[src/rtl/arm_motion_scheduler.sv]
// ============================================================================
// Module  : arm_motion_scheduler
// Purpose : Slew-limited X/Y/Z command generator with source handoff, freeze
//           hold and home-on-reset. Optional soft limits: ARM_SCHED_SOFT_LIMIT_EN.
// Revision: 1.0 - initial release
// ============================================================================
`default_nettype none

module arm_motion_scheduler #(
    parameter int DATA_WIDTH  = 10,
    parameter int CLK_FREQ    = 50_000_000,
    parameter int UPDATE_FREQ = 50,
    parameter int MAX_STEP    = 8,
    parameter int HOME_X      = 512,
    parameter int HOME_Y      = 512,
    parameter int HOME_Z      = 512,
    parameter int LIMIT_MIN   = 64,
    parameter int LIMIT_MAX   = 960
) (
    input  logic                  clk,
    input  logic                  rst,
    input  logic                  select_source,
    input  logic                  freeze,
    input  logic [DATA_WIDTH-1:0] x_mem,
    input  logic [DATA_WIDTH-1:0] y_mem,
    input  logic [DATA_WIDTH-1:0] z_mem,
    input  logic [DATA_WIDTH-1:0] x_accel,
    input  logic [DATA_WIDTH-1:0] y_accel,
    input  logic [DATA_WIDTH-1:0] z_accel,
    output logic [DATA_WIDTH-1:0] x_cmd,
    output logic [DATA_WIDTH-1:0] y_cmd,
    output logic [DATA_WIDTH-1:0] z_cmd,
    output logic [1:0]            state,
    output logic                  busy,
    output logic                  update_tick
);

    typedef enum logic [1:0] {
        IDLE  = 2'd0,
        RAMP  = 2'd1,
        TRACK = 2'd2,
        HOLD  = 2'd3
    } state_t;

    localparam int                    c_ticks    = CLK_FREQ / UPDATE_FREQ;
    localparam int                    c_cnt_w    = (c_ticks > 1) ? $clog2(c_ticks) : 1;
    localparam logic [c_cnt_w-1:0]    c_term     = c_cnt_w'(c_ticks - 1);
    localparam logic [DATA_WIDTH:0]   c_max_step = (DATA_WIDTH + 1)'(MAX_STEP);
    localparam logic [DATA_WIDTH-1:0] c_lim_min  = DATA_WIDTH'(LIMIT_MIN);
    localparam logic [DATA_WIDTH-1:0] c_lim_max  = DATA_WIDTH'(LIMIT_MAX);

    state_t                r_state;
    state_t                w_next_state;
    logic [c_cnt_w-1:0]    r_cnt;
    logic                  r_sel_q;
    logic [DATA_WIDTH-1:0] r_x, r_y, r_z;
    logic [DATA_WIDTH-1:0] w_raw_x, w_raw_y, w_raw_z;
    logic [DATA_WIDTH-1:0] w_tgt_x, w_tgt_y, w_tgt_z;
    logic [DATA_WIDTH-1:0] w_step_x, w_step_y, w_step_z;
    logic                  w_tick;
    logic                  w_src_chg;
    logic                  w_reach;
    logic                  w_load;

    // Difference is taken one bit wider so the sign survives; the result never wraps.
    function automatic logic [DATA_WIDTH-1:0] step_axis(
        input logic [DATA_WIDTH-1:0] cur,
        input logic [DATA_WIDTH-1:0] tgt
    );
        logic signed [DATA_WIDTH:0] diff;
        logic        [DATA_WIDTH:0] mag;
        diff = $signed({1'b0, tgt}) - $signed({1'b0, cur});
        mag  = diff[DATA_WIDTH] ? 0 - diff : diff;
        if (mag <= c_max_step)
            return tgt;
        else if (diff[DATA_WIDTH])
            return cur - c_max_step[DATA_WIDTH-1:0];
        else
            return cur + c_max_step[DATA_WIDTH-1:0];
    endfunction

    function automatic logic [DATA_WIDTH-1:0] clamp_axis(input logic [DATA_WIDTH-1:0] v);
        if (v < c_lim_min)
            return c_lim_min;
        else if (v > c_lim_max)
            return c_lim_max;
        else
            return v;
    endfunction

    assign w_raw_x = select_source ? x_accel : x_mem;
    assign w_raw_y = select_source ? y_accel : y_mem;
    assign w_raw_z = select_source ? z_accel : z_mem;

`ifdef ARM_SCHED_SOFT_LIMIT_EN
    assign w_tgt_x = clamp_axis(w_raw_x);
    assign w_tgt_y = clamp_axis(w_raw_y);
    assign w_tgt_z = clamp_axis(w_raw_z);
`else
    assign w_tgt_x = w_raw_x;
    assign w_tgt_y = w_raw_y;
    assign w_tgt_z = w_raw_z;
`endif

    assign w_step_x  = step_axis(r_x, w_tgt_x);
    assign w_step_y  = step_axis(r_y, w_tgt_y);
    assign w_step_z  = step_axis(r_z, w_tgt_z);
    assign w_reach   = (w_step_x == w_tgt_x) && (w_step_y == w_tgt_y) && (w_step_z == w_tgt_z);
    assign w_tick    = (r_cnt == c_term);
    assign w_src_chg = (select_source != r_sel_q);

    // IDLE, RAMP and TRACK share one tick rule: step, then TRACK iff all axes landed.
    always_comb begin
        w_next_state = r_state;
        w_load       = 1'b0;
        if (freeze) begin
            w_next_state = HOLD;
        end else if (r_state == HOLD) begin
            w_next_state = RAMP;
        end else if (w_src_chg) begin
            w_next_state = RAMP;
            w_load       = w_tick;
        end else if (w_tick) begin
            w_load       = 1'b1;
            w_next_state = w_reach ? TRACK : RAMP;
        end
    end

    always_ff @(posedge clk) begin
        if (rst) begin
            r_state <= IDLE;
            r_cnt   <= '0;
            r_sel_q <= select_source;
            r_x     <= DATA_WIDTH'(HOME_X);
            r_y     <= DATA_WIDTH'(HOME_Y);
            r_z     <= DATA_WIDTH'(HOME_Z);
        end else begin
            r_state <= w_next_state;
            r_cnt   <= w_tick ? '0 : r_cnt + 1'b1;
            r_sel_q <= select_source;
            if (w_load) begin
                r_x <= w_step_x;
                r_y <= w_step_y;
                r_z <= w_step_z;
            end
        end
    end

    assign x_cmd       = r_x;
    assign y_cmd       = r_y;
    assign z_cmd       = r_z;
    assign state       = r_state;
    assign busy        = (r_state == RAMP);
    assign update_tick = w_tick;

endmodule

`default_nettype wire

[config.mk]
export PLATFORM = sky130hd
export DESIGN_NAME = arm_motion_scheduler
export DESIGN_NICKNAME = d
export VERILOG_FILES = /design/src/rtl/arm_motion_scheduler.sv
export SDC_FILE = /design/constraint.sdc
export NUM_CORES = 1
export LEC_CHECK = 0
export BUFFER_PORTS_ARGS = -buffer_cell sky130_fd_sc_hd__buf_2
export CORE_AREA = 2 2 111 113
export DETAILED_ROUTE_END_ITERATION = 10
export DIE_AREA = 0 0 113 115
export GPL_TIMING_DRIVEN = 0
export PLACE_DENSITY = 0.73
export SYNTH_ARGS = -nofsm -noshare
export SYNTH_HDL_FRONTEND = slang
export SYNTH_SLANG_ARGS = --single-unit
[constraint.sdc]
create_clock -name clk -period 8.27 [get_ports clk]
set_clock_uncertainty 0.1 [all_clocks]
set_input_delay 0.4135 -clock clk [delete_from_list [all_inputs] [get_ports clk]]
set_output_delay 0.4135 -clock clk [all_outputs]
set_load 0.01 [all_outputs]
### Word level (Yosys, flattened, before mapping)

Cells that the tools add are included.

* add/sub/neg operators: 13
* magnitude comparators: 3
* mux-type cells: 21
* reduce and logical (&&, ||, !) cells: 4
* equal/unequal tests: 7

Operators with widths (count)
* 2-to-1 mux 10 bit: 9
* <= comparator 11 x 4 -> 1 bit, second input constant: 3
* 2-to-1 mux 11 bit: 3
* subtractor 1 x 11 -> 11 bit, first input constant: 3
* subtractor 10 x 10 -> 11 bit: 3
* adder 10 x 4 -> 10 bit, second input constant: 3
* == test 10 bit: 3
* subtractor 10 x 4 -> 10 bit, second input constant: 3
* adder 20 x 1 -> 20 bit, second input constant: 1
* == test 20 bit, second input constant: 1
* 2-to-1 mux 2 bit: 5
* 2-to-1 mux 1 bit: 4
* nonzero test 4 bit: 1
* == test 2 x 1 -> 1 bit, second input constant: 1
* == test 2 bit, second input constant: 1
* logical AND 1 bit: 2
* OR reduction 2 bit: 1
* != test 1 bit: 1

* bits of input ports: 64
* register bits: 53
* output and inout port bits: 34
* logic and storage cells: 54

### Longest topological paths before layout

Gate-level depths: netlist of the first run.

* word-level depth: 14
* depth in mapped cells: 22
* mapped depth without buffers: 20

### Worst setup path before layout of the first run

Ideal clock, no wire load.

* path kind: input to register
* start point: in select_source
* end point: reg r_state[0], in the netlist state[0]
* required time: 8.055 ns
* library setup time: 0.115 ns
* setup slack: 3.239 ns
* stages on the path: 19
* arrival: 4.817 ns
* path buffers: 2
* cell sequence: buf_2 > buf_2 > mux2_2 > fa_1 > a21o_1 > a221oi_2 > o21ai_1 > o21ai_2 > ha_1 > nor2b_1 > o21a_1 > o21ai_0 > nor3b_1 > a211oi_1 > xnor2_1 > xor2_1 > or4_1 > a221o_1 > o21a_1

* longest elaborated chain between the ends: 14
* elaborated cells on any way between the ends: 33
* those cells by class: add/sub: 6; order compare: 3; eq/ne: 4; mux: 17; reduce/logical: 3

Ends and longest elaborated chain
* start, declared: RTL line 22 `input logic select_source,`
* 2-to-1 mux 10 bit, on equally long branches: RTL line 91, 92
* subtractor 10 x 10 -> 11 bit: RTL line 72 `diff = $signed({1'b0, tgt}) - $signed({1'b0, cur});`
* subtractor 1 x 11 -> 11 bit: RTL line 73 `mag = diff[DATA_WIDTH] ? 0 - diff : diff;`
* 2-to-1 mux 11 bit: RTL line 73
* <= comparator 11 x 4 -> 1 bit: RTL line 74 `if (mag <= c_max_step)`
* 2-to-1 mux 10 bit: RTL line 74
* == test 10 bit: RTL line 108 `assign w_reach = (w_step_x == w_tgt_x) && (w_step_y == w_tgt_y) && (w_step_z == w_tgt_z);`
* logical AND 1 bit (2 in a row): RTL line 108
* 2-to-1 mux 2 bit: RTL line 125 `w_next_state = w_reach ? TRACK : RAMP;`
* 2-to-1 mux 2 bit: RTL line 123 `end else if (w_tick) begin`
* 2-to-1 mux 2 bit: RTL line 120 `end else if (w_src_chg) begin`
* 2-to-1 mux 2 bit: RTL line 118 `end else if (r_state == HOLD) begin`
* 2-to-1 mux 2 bit: RTL line 116 `if (freeze) begin`
* end signal, assigned: RTL line 138 `r_state <= w_next_state;`
* end, declared: RTL line 52 `state_t r_state;`

Several ways; a longest one is shown, not always the timed one. The select of a mux whose other input is x is not followed.
A chain may end at the register's enable or synchronous reset.

### Worst setup path after layout of the first run

Ends and elaborated chain as after synthesis.

==> results of run 1 <==
==> metrics by stage <==
stage	instances	setup WS (ns)	instance area [sq um]
2_1_floorplan	739	3.24	5940
3_3_place_gp	982	2.33	6610
3_5_place_dp	982	2.35	6610
4_1_cts	990	2.64	6780
5_1_grt	990	2.26	6780
6_report	990	2.63	6780
==> logic make-up (layout without fill, tap and decap cells) <==
kind of cell	count (synthesis)	count (layout)	synth area share [%]
AOI/OAI and AO/OA	184	184	22.6
and+or+nand+nor	233	233	20.3
buffers and inverters	82	186	5.77
DFF	53	53	17.9
adders and majority gates	55	55	12.3
xor gates and xnor gates	85	85	12.8
muxes	47	47	8.38
==> sequential cells by signal, summed over array words and instances, names as in the netlist <==
signal	cells
x_cmd	10
y_cmd	10
r_cnt	20
r_sel_q	1
state	2
z_cmd	10
==> power groups by stage <==
stage / Combinational, mW / Clock, mW / Sequential [mW]
2_1_floorplan: 0.227 / 0 / 0.265
3_3_place_gp: 0.284 / 0 / 0.265
3_5_place_dp: 0.288 / 0 / 0.265
4_1_cts: 0.290 / 0.250 / 0.260
5_1_grt: 0.324 / 0.259 / 0.260
6_report: 0.291 / 0.245 / 0.260
==> metal layers <==
metal | wire length, um | track usage (%)
met3 | 645 | 2.74
met5 | 0 | 0
met4 | 89 | 3.74
met1 | 7060 | 31.5
met2 | 6670 | 36.5
==> layout make-up <==
type                            instances  share of cell area (%)
Multi-Input combinational cell        604                    66.9
Sequential cell                        53                    15.6
Timing Repair Buffer                   96                    7.08
Inverter                               55                    3.12
Tap cell                              147                    2.71
Clock buffer                            6                    2.05
Buffer                                 27                    1.94
Clock inverter                          2                   0.553
==> cell usage in the layout, fill, tap and decap left out, types with 5 or more instances in the layout <==
| cell | n |
|---|---|
| sky130_fd_sc_hd__nor3_1 | 17 |
| sky130_fd_sc_hd__and3_1 | 9 |
| sky130_fd_sc_hd__mux2_2 | 22 |
| sky130_fd_sc_hd__xor2_1 | 27 |
| sky130_fd_sc_hd__a31oi_1 | 8 |
| sky130_fd_sc_hd__nand4_1 | 7 |
| sky130_fd_sc_hd__ha_1 | 49 |
| sky130_fd_sc_hd__o211ai_1 | 7 |
| sky130_fd_sc_hd__inv_1 | 54 |
| sky130_fd_sc_hd__nand2b_1 | 7 |
| sky130_fd_sc_hd__buf_2 | 102 |
| sky130_fd_sc_hd__xnor2_1 | 57 |
| sky130_fd_sc_hd__mux2i_1 | 25 |
| sky130_fd_sc_hd__a211oi_1 | 23 |
| sky130_fd_sc_hd__nor2_1 | 56 |
| sky130_fd_sc_hd__clkbuf_1 | 16 |
| sky130_fd_sc_hd__dfxtp_1 | 53 |
| sky130_fd_sc_hd__o21a_1 | 9 |
| sky130_fd_sc_hd__and2_1 | 7 |
| sky130_fd_sc_hd__nor2b_1 | 10 |
| sky130_fd_sc_hd__a21o_1 | 15 |
| sky130_fd_sc_hd__o21ai_0 | 19 |
| sky130_fd_sc_hd__or3_1 | 11 |
| sky130_fd_sc_hd__nand2_1 | 46 |
| sky130_fd_sc_hd__clkbuf_16 | 5 |
| sky130_fd_sc_hd__fa_1 | 6 |
| sky130_fd_sc_hd__a21oi_1 | 45 |
| sky130_fd_sc_hd__nand3_1 | 28 |
| sky130_fd_sc_hd__o21bai_1 | 8 |
| sky130_fd_sc_hd__nor4_1 | 6 |
==> cell usage after synthesis, drive strengths merged, types with 6 or more instances <==
cell type | number | area share [%]
nor3 | 18 | 1.6
buf | 10 | 1.0
and2 | 8 | 0.86
ha | 49 | 10
xnor2 | 57 | 8.4
o21ai | 23 | 2.1
dfxtp | 53 | 18
and3 | 10 | 1.1
nand3 | 28 | 2.4
clkbuf | 16 | 1.0
o21a | 9 | 1.1
a31oi | 8 | 0.84
mux2i | 25 | 4.2
inv | 55 | 3.6
nor2b | 10 | 1.1
a21o | 17 | 2.2
a21oi | 45 | 3.8
a211oi | 24 | 3.1
xor2 | 27 | 4.0
o21bai | 9 | 1.2
nand4 | 7 | 0.74
fa | 6 | 2.0
nand2b | 7 | 0.74
nor4 | 7 | 0.84
o211ai | 10 | 1.5
nor2 | 57 | 3.6
nand2 | 46 | 2.9
or3 | 11 | 1.2
mux2 | 22 | 4.2
==> worst min path at each step <==
stage                   from       end  slack, ns
2_1_floorplan       r_cnt[0]  r_cnt[0]       0.33
3_3_place_gp        r_cnt[0]  r_cnt[0]       0.34
3_5_place_dp        r_cnt[0]  r_cnt[0]       0.36
4_1_cts        select_source   r_sel_q       0.22
5_1_grt        select_source   r_sel_q       0.23
6_report       select_source   r_sel_q       0.24
==> insert_results.sql, run 1 <==
INSERT INTO impl_metrics (metric_group, metric, value, unit) VALUES
('outcome', 'outcome', 'finished with violations', ''),
('outcome', 'failed_checks', 'design-rule violations', ''),
('clock_tree', 'tritoncts', 'yes', ''),
('worst_setup_path', 'path_max_fanout', '10', ''),
('yosys', 'synthesis.yosys.warnings', '0', ''),
('worst_setup_path', 'critPathMaxStageDelay', '0.48', 'ns'),
('timing', 'setup_viol', '0', ''),
('clock_tree', 'cts.hold.buffers_added', '0', ''),
('worst_setup_path', 'crit_arrival', '5.72', 'ns'),
('timing', 'final_number_of_hold_violating_endpoints', '0', ''),
('grt', 'global_route.overflow_total', '0', ''),
('power', 'power_leakage', '2.88', 'nW'),
('die', 'floorplan.initialDensity', '50.3', '%'),
('run', 'max_cap_violations', '0', ''),
('clock_tree', 'numCtsBuffers', '5', ''),
('timing', 'tightestPinTransition', '0.578', 'ns'),
('yosys', 'synth-edff-count', '0', ''),
('timing', 'layout_min_cycle_time', '5.64', 'ns'),
('power', 'peakVddDrop', '0.0789', 'mV'),
('power', 'net-switching-power', '258', 'uW'),
('detailed_routing', 'routed-via-count', '5538', ''),
('die', 'design.die.area', '13000', 'sq um'),
('worst_setup_path', 'regToRegSetupSlack', '3.42', 'ns'),
('timing', 'hold_ws', '0.237', 'ns'),
('layout', 'final_core_utilization', '57.4', '%'),
('worst_setup_path', 'critical_path_depth', '20', ''),
('grt', 'number_of_global_route_vias_before_repair', '5003', ''),
('worst_setup_path', 'setup.worst_path.end_class', 'register', ''),
('worst_hold_path', 'cell_depth_of_the_worst_min_delay_path', '1', ''),
('grt', 'initial_antenna_violation_count', '0', ''),
('yosys', 'netlist-cell-type-count', '84', ''),
('worst_setup_path', 'crit_buf_inv', '6', ''),
('clock_tree', 'clk_latency', '0.29', 'ns'),
('placed_design', 'port_buffers', '96', ''),
('power', 'total_power', '795', 'uW'),
('placed_design', 'place.gp.congestion', '0.863', ''),
('power', 'power.share.combinational', '36.5', '%'),
('worst_setup_path', 'r2r_end', 'state[0]', ''),
('die', 'fp.coreArea', '11800', 'sq um'),
('power', 'power.clock.fraction', '30.8', '%'),
('yosys', 'synthCells', '739', ''),
('grt', 'first_pass_grt_wire_length', '23800', 'um'),
('power', 'switching_share', '32.5', '%'),
('power', 'power.density_cell_area', '117', 'nW/um^2'),
('timing', 'rsz_0062_raised_after_global_routing', 'false', ''),
('worst_setup_path', 'worst_setup_path_startpoint', 'select_source', ''),
('worst_setup_path', 'crit_chain', 'buf_2, buf_2, buf_2, mux2i_1, inv_1, ha_1, clkbuf_1, a221oi_4, o31ai_4, inv_1, fa_1, a21o_1, a21oi_1, o21bai_1, a21oi_1, xnor2_1, xnor2_1, o41a_1, a221o_1, o21a_1', ''),
('die', 'num_io_pins', '98', ''),
('worst_setup_path', 'timing_endpoint_of_the_critical_path', 'state[0]', ''),
('clock_tree', 'worst_setup_hold_path_clk_slew', '0.07', 'ns'),
('yosys', 'synth-main-ff-cell', 'sky130_fd_sc_hd__dfxtp_1', ''),
('clock_tree', 'cts_max_level', '2', ''),
('detailed_routing', 'drt_drc_violations_left', '9', ''),
('worst_hold_path', 'worst_hold_path_type', 'in2reg', ''),
('clock_tree', 'cts_sinks', '53', ''),
('yosys', 'seq_area_frac_synth', '17.9', '%'),
('yosys', 'synth-async-reset-ratio', '0', '%'),
('worst_setup_path', 'timing.critical_path.required', '8.35', 'ns'),
('worst_setup_path', 'worst_path_dominant_cell_family', 'compound AO/OA/AOI/OAI gates', ''),
('timing', 'maximum_clock_rate', '177', 'MHz'),
('worst_setup_path', 'critical_path.slowest_cell', 'sky130_fd_sc_hd__fa_1', ''),
('die', 'row_count', '40', ''),
('timing', 'final_min_period_over_clock_period', '68.2', '%'),
('placed_design', 'hpwlAfterDp', '11700', 'um'),
('clock_tree', 'clk_root_buffer_cell', 'sky130_fd_sc_hd__clkbuf_16', ''),
('yosys', 'synth_fp_nets', '858', ''),
('timing', 'relSlewSlack', '61.1', '%'),
('clock_tree', 'post_cts_resized', '0', ''),
('layout', 'num-nets-final', '961', ''),
('clock_tree', 'number_of_setup_buffers_added_after_cts', '0', ''),
('layout', 'area_growth_syn_to_layout', '14.1', '%');
No activity file was read; power rests on OpenSTA's default activity.
==> run 2: changes to the inputs <==
--- a/config.mk
+++ b/config.mk
@@ -5,12 +5,13 @@
 export SDC_FILE = /design/constraint.sdc
 export NUM_CORES = 1
 export LEC_CHECK = 0
+export ABC_AREA = 1
 export BUFFER_PORTS_ARGS = -buffer_cell sky130_fd_sc_hd__buf_2
-export CORE_AREA = 2 2 111 113
+export CORE_AREA = 2 2 119 121
 export DETAILED_ROUTE_END_ITERATION = 10
-export DIE_AREA = 0 0 113 115
+export DIE_AREA = 0 0 121 123
 export GPL_TIMING_DRIVEN = 0
-export PLACE_DENSITY = 0.73
+export PLACE_DENSITY = 0.71
 export SYNTH_ARGS = -nofsm -noshare
 export SYNTH_HDL_FRONTEND = slang
 export SYNTH_SLANG_ARGS = --single-unit
==> constraint.sdc (replaced) <==
create_clock -name clk -period 5.7 [get_ports clk]
set_clock_uncertainty 0.1 [all_clocks]
set_input_delay 0.285 -clock clk [delete_from_list [all_inputs] [get_ports clk]]
set_output_delay 0.285 -clock clk [all_outputs]
set_load 0.01 [all_outputs]
==> run 2 against run 1 <==
The flow now finishes without violations. Critical path depth up 6. Final cell count grew 50%. Global-route usage is 4.2 points higher. Combinational power grew 79%. Setup slack lost 2.1 ns. Clock-buffer cell count shrank 1. Register-to-register slack lost 2.0 ns. Sequential power up 45%. Wire length grew 35%. Critical path type unchanged.
==> insert_results.sql, run 2 <==
INSERT INTO impl_metrics (metric_group, metric, value, unit) VALUES
('timing', 'hold_ws', '0.0230', 'ns'),
('worst_setup_path', 'critPathMaxStageDelay', '0.68', 'ns'),
('die', 'fp.coreArea', '13600', 'sq um'),
('yosys', 'yosys-top-cells-area', 'sky130_fd_sc_hd__nand2_1 (17%), sky130_fd_sc_hd__dfxtp_1 (16%), sky130_fd_sc_hd__inv_1 (12%)', ''),
('die', 'die_height', '123', 'um'),
('die', 'floorplan.die.width', '121', 'um'),
('placed_design', 'hpwlAfterDp', '15900', 'um'),
('yosys', 'synthesis.yosys.warnings', '0', ''),
('layout', 'register_with_the_highest_flop_count', 'r_cnt', ''),
('worst_setup_path', 'crit_buf_inv', '5', ''),
('detailed_routing', 'route.detailed.vias_per_inst', '5.09', ''),
('placed_design', 'numPlacedInstances', '1477', ''),
('yosys', 'synth.largest_area_cell', 'sky130_fd_sc_hd__nand2_1', ''),
('worst_setup_path', 'path_max_fanout', '15', ''),
('detailed_routing', 'drt_wl_total', '19600', 'um'),
('clock_tree', 'cts.path.max_buffers', '2', ''),
('timing', 'rsz_0062_raised_after_global_routing', 'false', ''),
('worst_setup_path', 'critical_path_depth', '26', ''),
('outcome', 'outcome', 'complete, no violations', ''),
('yosys', 'synth-main-ff-cell', 'sky130_fd_sc_hd__dfxtp_1', ''),
('detailed_routing', 'routed-via-count', '7570', ''),
('power', 'power_leakage', '4.36', 'nW'),
('worst_hold_path', 'cell_depth_of_the_worst_min_delay_path', '1', ''),
('detailed_routing', 'first_iter_violations', '486', ''),
('timing', 'drv_slew', '0', ''),
('detailed_routing', 'antenna_left', '0', ''),
('timing', 'tns', '0', 'ns'),
('layout', 'design_area', '7680', 'sq um'),
('yosys', 'synthCells', '1200', ''),
('layout', 'layout.cells.most_common_list', 'sky130_fd_sc_hd__nand2_1 (312), sky130_fd_sc_hd__inv_1 (226), sky130_fd_sc_hd__nand3_1 (130)', ''),
('timing', 'setup_viol', '0', ''),
('yosys', 'yosys.cell_count.top_type', 'sky130_fd_sc_hd__nand2_1', ''),
('worst_setup_path', 'regToRegSetupSlack', '1.46', 'ns'),
('timing', 'relSlewSlack', '44.4', '%'),
('worst_setup_path', 'rr_startpoint', 'x_cmd[0]', ''),
('clock_tree', 'clk_root_buffer_cell', 'sky130_fd_sc_hd__clkbuf_16', ''),
('layout', 'final_core_utilization', '56.4', '%'),
('worst_setup_path', 'timing_endpoint_of_the_critical_path', 'state[1]', ''),
('worst_setup_path', 'crit_path_most_repeated_cell', 'sky130_fd_sc_hd__nand2_2', ''),
('worst_setup_path', 'worst_path_dominant_cell_family', 'simple AND/OR/NAND/NOR gates', ''),
('clock_tree', 'tritoncts', 'yes', ''),
('clock_tree', 'post_cts_resized', '0', ''),
('yosys', 'synthAdderAreaFrac', '10.8', '%'),
('power', 'peakVddDrop', '0.146', 'mV'),
('grt', 'first_pass_grt_wire_length', '31200', 'um'),
('yosys', 'post_synthesis_share_of_cell_area_spent_on_xor_and_xnor_gates', '2.83', '%'),
('die', 'design.die.area', '14900', 'sq um'),
('yosys', 'synth_fp_nets', '1319', ''),
('layout', 'fraction_of_final_layout_cells_with_drive_strength_greater_than_1', '14.1', '%'),
('clock_tree', 'worst_setup_hold_path_clk_slew', '0.08', 'ns'),
('worst_setup_path', 'r2r_end', 'state[1]', ''),
('placed_design', 'place_area', '7520', 'sq um'),
('worst_setup_path', 'startpoint_type', 'input port', ''),
('worst_setup_path', 'worstRegToRegCells', '25', ''),
('yosys', 'combinational_family_with_the_most_area_after_synthesis', 'simple AND/OR/NAND/NOR gates', ''),
('worst_setup_path', 'worst_setup_path_startpoint', 'select_source', ''),
('yosys', 'synth.area.mux_share', '0.441', '%'),
('placed_design', 'place.gp.congestion', '0.900', ''),
('clock_tree', 'clk_latency', '0.31', 'ns'),
('worst_setup_path', 'setup.worst_path.end_class', 'register', ''),
('yosys', 'seq_area_frac_synth', '15.6', '%'),
('run', 'max_cap_violations', '0', ''),
('clock_tree', 'numCtsBuffers', '5', ''),
('placed_design', 'port_buffers', '97', ''),
('grt', 'grt_max_degree', '20', ''),
('clock_tree', 'cts_sinks', '53', ''),
('yosys', 'synth-async-reset-ratio', '0', '%'),
('layout', 'area_growth_syn_to_layout', '12.7', '%'),
('timing', 'tightestPinTransition', '0.834', 'ns'),
('power', 'power.density_cell_area', '162', 'nW/um^2'),
('worst_setup_path', 'critical_path.slowest_cell', 'sky130_fd_sc_hd__mux2i_1', ''),
('grt', 'initial_antenna_violation_count', '0', ''),
('layout', 'largest_reg_flops', '20', ''),
('timing', 'final_number_of_hold_violating_endpoints', '0', ''),
('yosys', 'syn_area', '6810', 'sq um'),
('worst_setup_path', 'crit_arrival', '5.36', 'ns'),
('yosys', 'synth_top_cells_by_count', 'sky130_fd_sc_hd__nand2_1 (312), sky130_fd_sc_hd__inv_1 (226), sky130_fd_sc_hd__nand3_1 (130)', ''),
('layout', 'num-nets-final', '1423', ''),
('yosys', 'synth-edff-count', '0', ''),
('yosys', 'synth_top_area_share', '17.2', '%'),
('worst_setup_path', 'critical_path_class', 'in2reg', ''),
('die', 'floorplan.initialDensity', '50.1', '%'),
('timing', 'final_min_period_over_clock_period', '91.5', '%'),
('yosys', 'ys_ff_latch', '53', ''),
('timing', 'maximum_clock_rate', '192', 'MHz'),
('layout', 'final_cells', '1486', ''),
('die', 'row_count', '43', ''),
('yosys', 'netlist-cell-type-count', '37', ''),
('layout', 'layout_commonest_cell', 'sky130_fd_sc_hd__nand2_1', ''),
('die', 'num_io_pins', '98', ''),
('detailed_routing', 'wl_per_cell', '13.2', 'um'),
('detailed_routing', 'drt_drc_violations_left', '0', ''),
('timing', 'layout_min_cycle_time', '5.21', 'ns'),
('yosys', 'syn_avg_cell_area', '5.68', 'sq um'),
('clock_tree', 'number_of_setup_buffers_added_after_cts', '0', ''),
('detailed_routing', 'firstDrtPassIters', '5', ''),
('grt', 'grtUsageTotal', '26.3', '%'),
('yosys', 'synth-compound-area-share', '13.9', '%'),
('yosys', 'simple_gate_fraction_of_synth_area', '41.2', '%'),
('clock_tree', 'cts_max_level', '2', ''),
('worst_hold_path', 'worst_hold_path_type', 'in2reg', ''),
('worst_setup_path', 'timing.critical_path.required', '5.85', 'ns'),
('clock_tree', 'cts.hold.buffers_added', '0', ''),
('grt', 'number_of_global_route_vias_before_repair', '6591', ''),
('grt', 'global_route.overflow_total', '0', '');
[run 2: cell count changes in the layout (fill, tap and decap cells not counted), moves of 19 or more]
| cell | before | now |
|---|---|---|
| sky130_fd_sc_hd__a21oi_1 | 45 | 71 |
| sky130_fd_sc_hd__o21ai_0 | 19 | 91 |
| sky130_fd_sc_hd__inv_1 | 54 | 226 |
| sky130_fd_sc_hd__mux2i_1 | 25 | 3 |
| sky130_fd_sc_hd__nor2_1 | 56 | 75 |
| sky130_fd_sc_hd__nand3_1 | 28 | 130 |
| sky130_fd_sc_hd__nand2_1 | 46 | 312 |
| sky130_fd_sc_hd__a211oi_1 | 23 | 0 |
| sky130_fd_sc_hd__or2_2 | 4 | 29 |
| sky130_fd_sc_hd__xnor2_1 | 57 | 7 |
| sky130_fd_sc_hd__mux2_2 | 22 | 0 |
[run 2: cells by family after synthesis]
family,Yosys count
mux,3
simple gates,623
xor+xnor,22
buf+inv,262
compound gates,182
flops,53
fa+ha+maj,55
[run 2: worst min path at each step]
stage / startpoint / to / slack, ns
floorplan: select_source / r_sel_q / 0.21
global route: select_source / r_sel_q / 0.02
global placement: r_cnt[0] / r_cnt[0] / 0.33
detailed placement: select_source / r_sel_q / 0.34
finish: select_source / r_sel_q / 0.02
CTS: select_source / r_sel_q / 0.02
[run 2: routing by layer]
layer | GRT usage, % | wire length, um | vias to the layer above
li1 | - | - | 4022
met1 | 36.7 | 9250 | 3312
met2 | 43.3 | 8740 | 217
met3 | 3.23 | 1370 | 19
met4 | 6.10 | 236 | 0
met5 | 0 | 0 | -
[run 2: report_power, final]
group	internal [mW]	switching [mW]	leakage [nW]	total, mW
clock network	0.170	0.176	0.0763	0.345
registers	0.373	0.00234	0.429	0.376
logic	0.191	0.330	3.86	0.521
[run 2: worst register-to-register path, cell delays in order, from the launching register on]
cell                       delay (ns)
sky130_fd_sc_hd__dfxtp_1         0.43
sky130_fd_sc_hd__ha_1            0.17
sky130_fd_sc_hd__inv_1           0.09
sky130_fd_sc_hd__fa_1            0.44
sky130_fd_sc_hd__nand2_1         0.09
sky130_fd_sc_hd__nand2_1         0.11
sky130_fd_sc_hd__nand3_2         0.12
sky130_fd_sc_hd__nand2_2         0.08
sky130_fd_sc_hd__nand2_2         0.08
sky130_fd_sc_hd__nand2_4         0.08
sky130_fd_sc_hd__inv_2           0.11
sky130_fd_sc_hd__buf_6           0.17
sky130_fd_sc_hd__ha_1            0.29
sky130_fd_sc_hd__a21o_1          0.17
sky130_fd_sc_hd__a31oi_1         0.24
sky130_fd_sc_hd__inv_1           0.07
sky130_fd_sc_hd__a21oi_1         0.13
sky130_fd_sc_hd__o21ai_0         0.11
sky130_fd_sc_hd__xnor2_1         0.23
sky130_fd_sc_hd__nand3b_1        0.15
sky130_fd_sc_hd__nand4_1         0.13
sky130_fd_sc_hd__nor2_1          0.14
sky130_fd_sc_hd__nand4_1         0.16
sky130_fd_sc_hd__nand2_1         0.13
sky130_fd_sc_hd__nand2_1         0.07
sky130_fd_sc_hd__a21oi_2         0.10
[run 2: metrics by stage]
step | total power [mW] | worst slack [ns]
after global placement | 0.891 | 0.341
after detailed placement | 0.897 | 0.344
after CTS | 1.24 | 0.619
final | 1.24 | 0.485
after global routing | 1.34 | 0.243
after floorplan | 0.776 | 1.67
[run 2: final cells by class]
type | count | area [sq um]
flip-flops and latches | 53 | 1060
fillers | 1423 | 5930
diodes | 1 | 2.50
repair buffers | 97 | 485
clock buffers | 5 | 125
multi-input cells | 885 | 4710
well taps | 180 | 225
clock inverters | 3 | 28.8
plain buffers | 32 | 176
inverters | 230 | 863
==> run 3: changes to the inputs <==
--- a/config.mk
+++ b/config.mk
@@ -11,7 +11,7 @@
 export DETAILED_ROUTE_END_ITERATION = 10
 export DIE_AREA = 0 0 121 123
 export GPL_TIMING_DRIVEN = 0
-export PLACE_DENSITY = 0.71
+export PLACE_DENSITY = 0.76
 export SYNTH_ARGS = -nofsm -noshare
 export SYNTH_HDL_FRONTEND = slang
 export SYNTH_SLANG_ARGS = --single-unit
==> run 3 against run 2 <==
Setup slack worse by 0.015 ns. Die area stayed put. Largest power group unchanged. Via count is 0.71% higher. Clock power is 6% lower. Critical endpoint unchanged. Worst hold slack better by 0.034 ns. Wire length is 2.3% lower. Core utilization hardly changed. Maximum frequency is 0.30% lower. Register-to-register slack hardly changed. Sequential share of layout area hardly changed.
==> insert_results.sql, run 3 (synthesis results as in run 2) <==
INSERT INTO impl_metrics (metric_group, metric, value, unit) VALUES
('outcome', 'outcome', 'complete, no violations', ''),
('timing', 'tns', '0', 'ns'),
('power', 'power_leakage', '4.36', 'nW'),
('layout', 'num_antenna_cells', '0', ''),
('worst_setup_path', 'setup.worst_path.end_class', 'register', ''),
('timing', 'hold_ws', '0.0567', 'ns'),
('power', 'net-switching-power', '489', 'uW'),
('layout', 'fraction_of_final_layout_cells_with_drive_strength_greater_than_1', '14.1', '%'),
('power', 'power.share.combinational', '42.6', '%'),
('detailed_routing', 'drt_drc_violations_left', '0', ''),
('die', 'floorplan.initialDensity', '50.1', '%'),
('detailed_routing', 'first_iter_violations', '446', ''),
('clock_tree', 'clk_root_buffer_cell', 'sky130_fd_sc_hd__clkbuf_16', ''),
('clock_tree', 'post_cts_resized', '0', ''),
('clock_tree', 'clk_latency', '0.31', 'ns'),
('placed_design', 'place.gp.congestion', '0.918', ''),
('worst_setup_path', 'crit_arrival', '5.37', 'ns'),
('layout', 'multi_input_area', '4710', 'sq um'),
('grt', 'first_pass_grt_wire_length', '31500', 'um'),
('worst_setup_path', 'rr_startpoint', 'x_cmd[0]', ''),
('layout', 'area_growth_syn_to_layout', '12.7', '%'),
('worst_hold_path', 'worst_hold_path_type', 'in2reg', ''),
('worst_setup_path', 'worstRegToRegCells', '25', ''),
('timing', 'maximum_clock_rate', '191', 'MHz'),
('placed_design', 'numPlacedInstances', '1477', ''),
('power', 'power.density_cell_area', '159', 'nW/um^2'),
('worst_setup_path', 'path_max_fanout', '14', ''),
('timing', 'relSlewSlack', '45.8', '%'),
('die', 'fp.coreArea', '13600', 'sq um'),
('timing', 'drv_slew', '0', ''),
('grt', 'global_route.peak_usage_layer', 'met2', ''),
('worst_hold_path', 'timing.hold.worst_endpoint', 'r_sel_q', ''),
('die', 'design.die.area', '14900', 'sq um'),
('layout', 'layout_commonest_cell', 'sky130_fd_sc_hd__nand2_1', ''),
('grt', 'grtUsageMet3', '4.20', '%'),
('layout', 'final_core_utilization', '56.4', '%'),
('detailed_routing', 'wl_per_cell', '12.9', 'um'),
('timing', 'final_min_period_over_clock_period', '91.8', '%'),
('clock_tree', 'numCtsBuffers', '5', ''),
('worst_hold_path', 'holdCritStartpoint', 'select_source', ''),
('power', 'power_report.internal_total', '733', 'uW'),
('layout', 'layout.area.seq', '1060', 'sq um'),
('clock_tree', 'number_of_setup_buffers_added_after_cts', '0', ''),
('worst_hold_path', 'cell_depth_of_the_worst_min_delay_path', '1', ''),
('die', 'row_count', '43', ''),
('grt', 'initial_antenna_violation_count', '0', ''),
('worst_setup_path', 'startpoint_type', 'input port', ''),
('die', 'num_io_pins', '98', ''),
('clock_tree', 'worst_setup_hold_path_clk_slew', '0.07', 'ns'),
('clock_tree', 'tritoncts', 'yes', ''),
('placed_design', 'port_buffers', '97', ''),
('detailed_routing', 'routed-via-count', '7624', ''),
('timing', 'setup_viol', '0', ''),
('grt', 'grt_max_degree', '20', ''),
('timing', 'final_number_of_hold_violating_endpoints', '0', ''),
('grt', 'global_route.overflow_total', '0', ''),
('clock_tree', 'cts_max_level', '2', ''),
('run', 'max_cap_violations', '0', ''),
('worst_setup_path', 'worst_setup_path_startpoint', 'select_source', ''),
('detailed_routing', 'drt_wl_total', '19200', 'um'),
('die', 'floorplan.die.width', '121', 'um'),
('detailed_routing', 'route.detailed.vias_per_inst', '5.13', ''),
('worst_setup_path', 'timing.critical_path.required', '5.84', 'ns'),
('layout', 'register_with_the_highest_flop_count', 'r_cnt', ''),
('layout', 'fillCellCount', '1424', ''),
('power', 'pwr-share-seq', '30.7', '%'),
('detailed_routing', 'firstDrtPassIters', '5', ''),
('grt', 'grt_util_met2', '45.4', '%'),
('die', 'die_height', '123', 'um'),
('detailed_routing', 'antenna_left', '0', ''),
('worst_setup_path', 'regToRegSetupSlack', '1.46', 'ns'),
('worst_setup_path', 'critical_path_class', 'in2reg', ''),
('power', 'total_power', '1.22', 'mW'),
('grt', 'number_of_global_route_vias_before_repair', '6883', ''),
('layout', 'layout.cells.most_common_list', 'sky130_fd_sc_hd__nand2_1 (312), sky130_fd_sc_hd__inv_1 (226), sky130_fd_sc_hd__nand3_1 (130)', ''),
('power', 'peakVddDrop', '0.146', 'mV'),
('power', 'power.clock.fraction', '26.7', '%'),
('placed_design', 'hpwlAfterDp', '15800', 'um'),
('layout', 'num-nets-final', '1423', ''),
('timing', 'rsz_0062_raised_after_global_routing', 'false', ''),
('timing', 'layout_min_cycle_time', '5.23', 'ns'),
('grt', 'grtUsageTotal', '26.3', '%'),
('layout', 'final_cells', '1485', ''),
('power', 'switching_share', '40.0', '%'),
('clock_tree', 'cts.hold.buffers_added', '0', ''),
('timing', 'tightestPinTransition', '0.814', 'ns'),
('layout', 'largest_reg_flops', '20', ''),
('worst_setup_path', 'r2r_end', 'state[1]', ''),
('grt', 'grtUsageMet1', '33.2', '%'),
('clock_tree', 'cts.path.max_buffers', '2', ''),
('clock_tree', 'cts_sinks', '53', '');
run 3: power by group through the flow:
stage	logic, mW	registers, mW	clock network (mW)
finish	0.520	0.375	0.326
global route	0.595	0.376	0.348
CTS	0.515	0.375	0.333
detailed placement	0.513	0.384	0
global placement	0.504	0.384	0
floorplan	0.392	0.384	0
run 3: metrics by stage:
| step | setup WS (ns) | instance area [sq um] |
|---|---|---|
| floorplan | 1.67 | 6810 |
| global placement | 0.409 | 7520 |
| detailed placement | 0.280 | 7520 |
| CTS | 0.587 | 7680 |
| global route | 0.0234 | 7680 |
| finish | 0.470 | 7680 |
run 3: layer usage:
metal  vias to the layer above  routed length (um)
met3                        42                1270
met2                       233                8720
met5                         -                   0
met1                      3335                8500
li1                       4014                   -
met4                         0                 667
run 3: worst max-delay path by stage:
| stage | slack [ns] | depth (start not counted) | to |
|---|---|---|---|
| 6_report | 0.47 | 28 | state[1] |
| 5_1_grt | 0.02 | 30 | state[1] |
| 4_1_cts | 0.59 | 28 | state[1] |
| 3_5_place_dp | 0.28 | 28 | state[1] |
| 3_3_place_gp | 0.41 | 28 | state[1] |
| 2_1_floorplan | 1.67 | 25 | state[1] |
run 3: final cells by class:
cell class | instances | area share (%)
buffer | 32 | 2.30
timing repair buffer | 97 | 6.32
clock buffer | 5 | 1.63
clock inverter | 3 | 0.375
tap | 180 | 2.93
inverter | 230 | 11.2
sequential | 53 | 13.8
multi-input combinational | 885 | 61.4
run 3: worst max-delay path: stages:
cell,delay [ns]
sky130_fd_sc_hd__buf_2,0.13
sky130_fd_sc_hd__inv_1,0.07
sky130_fd_sc_hd__clkbuf_1,0.43
sky130_fd_sc_hd__clkbuf_1,0.65
sky130_fd_sc_hd__or2_2,0.22
sky130_fd_sc_hd__o21ai_0,0.16
sky130_fd_sc_hd__inv_1,0.17
sky130_fd_sc_hd__ha_1,0.31
sky130_fd_sc_hd__nand2_1,0.12
sky130_fd_sc_hd__inv_1,0.04
sky130_fd_sc_hd__a21oi_1,0.23
sky130_fd_sc_hd__nand2_4,0.12
sky130_fd_sc_hd__inv_2,0.11
sky130_fd_sc_hd__buf_6,0.16
sky130_fd_sc_hd__ha_1,0.29
sky130_fd_sc_hd__a21o_1,0.17
sky130_fd_sc_hd__a31oi_1,0.22
sky130_fd_sc_hd__inv_1,0.07
sky130_fd_sc_hd__a21oi_1,0.11
sky130_fd_sc_hd__o21ai_0,0.12
sky130_fd_sc_hd__xnor2_1,0.30
sky130_fd_sc_hd__nand3b_1,0.18
sky130_fd_sc_hd__nand4_1,0.10
sky130_fd_sc_hd__nor2_1,0.11
sky130_fd_sc_hd__nand4_1,0.17
sky130_fd_sc_hd__nand2_1,0.15
sky130_fd_sc_hd__nand2_1,0.08
sky130_fd_sc_hd__a21oi_2,0.10
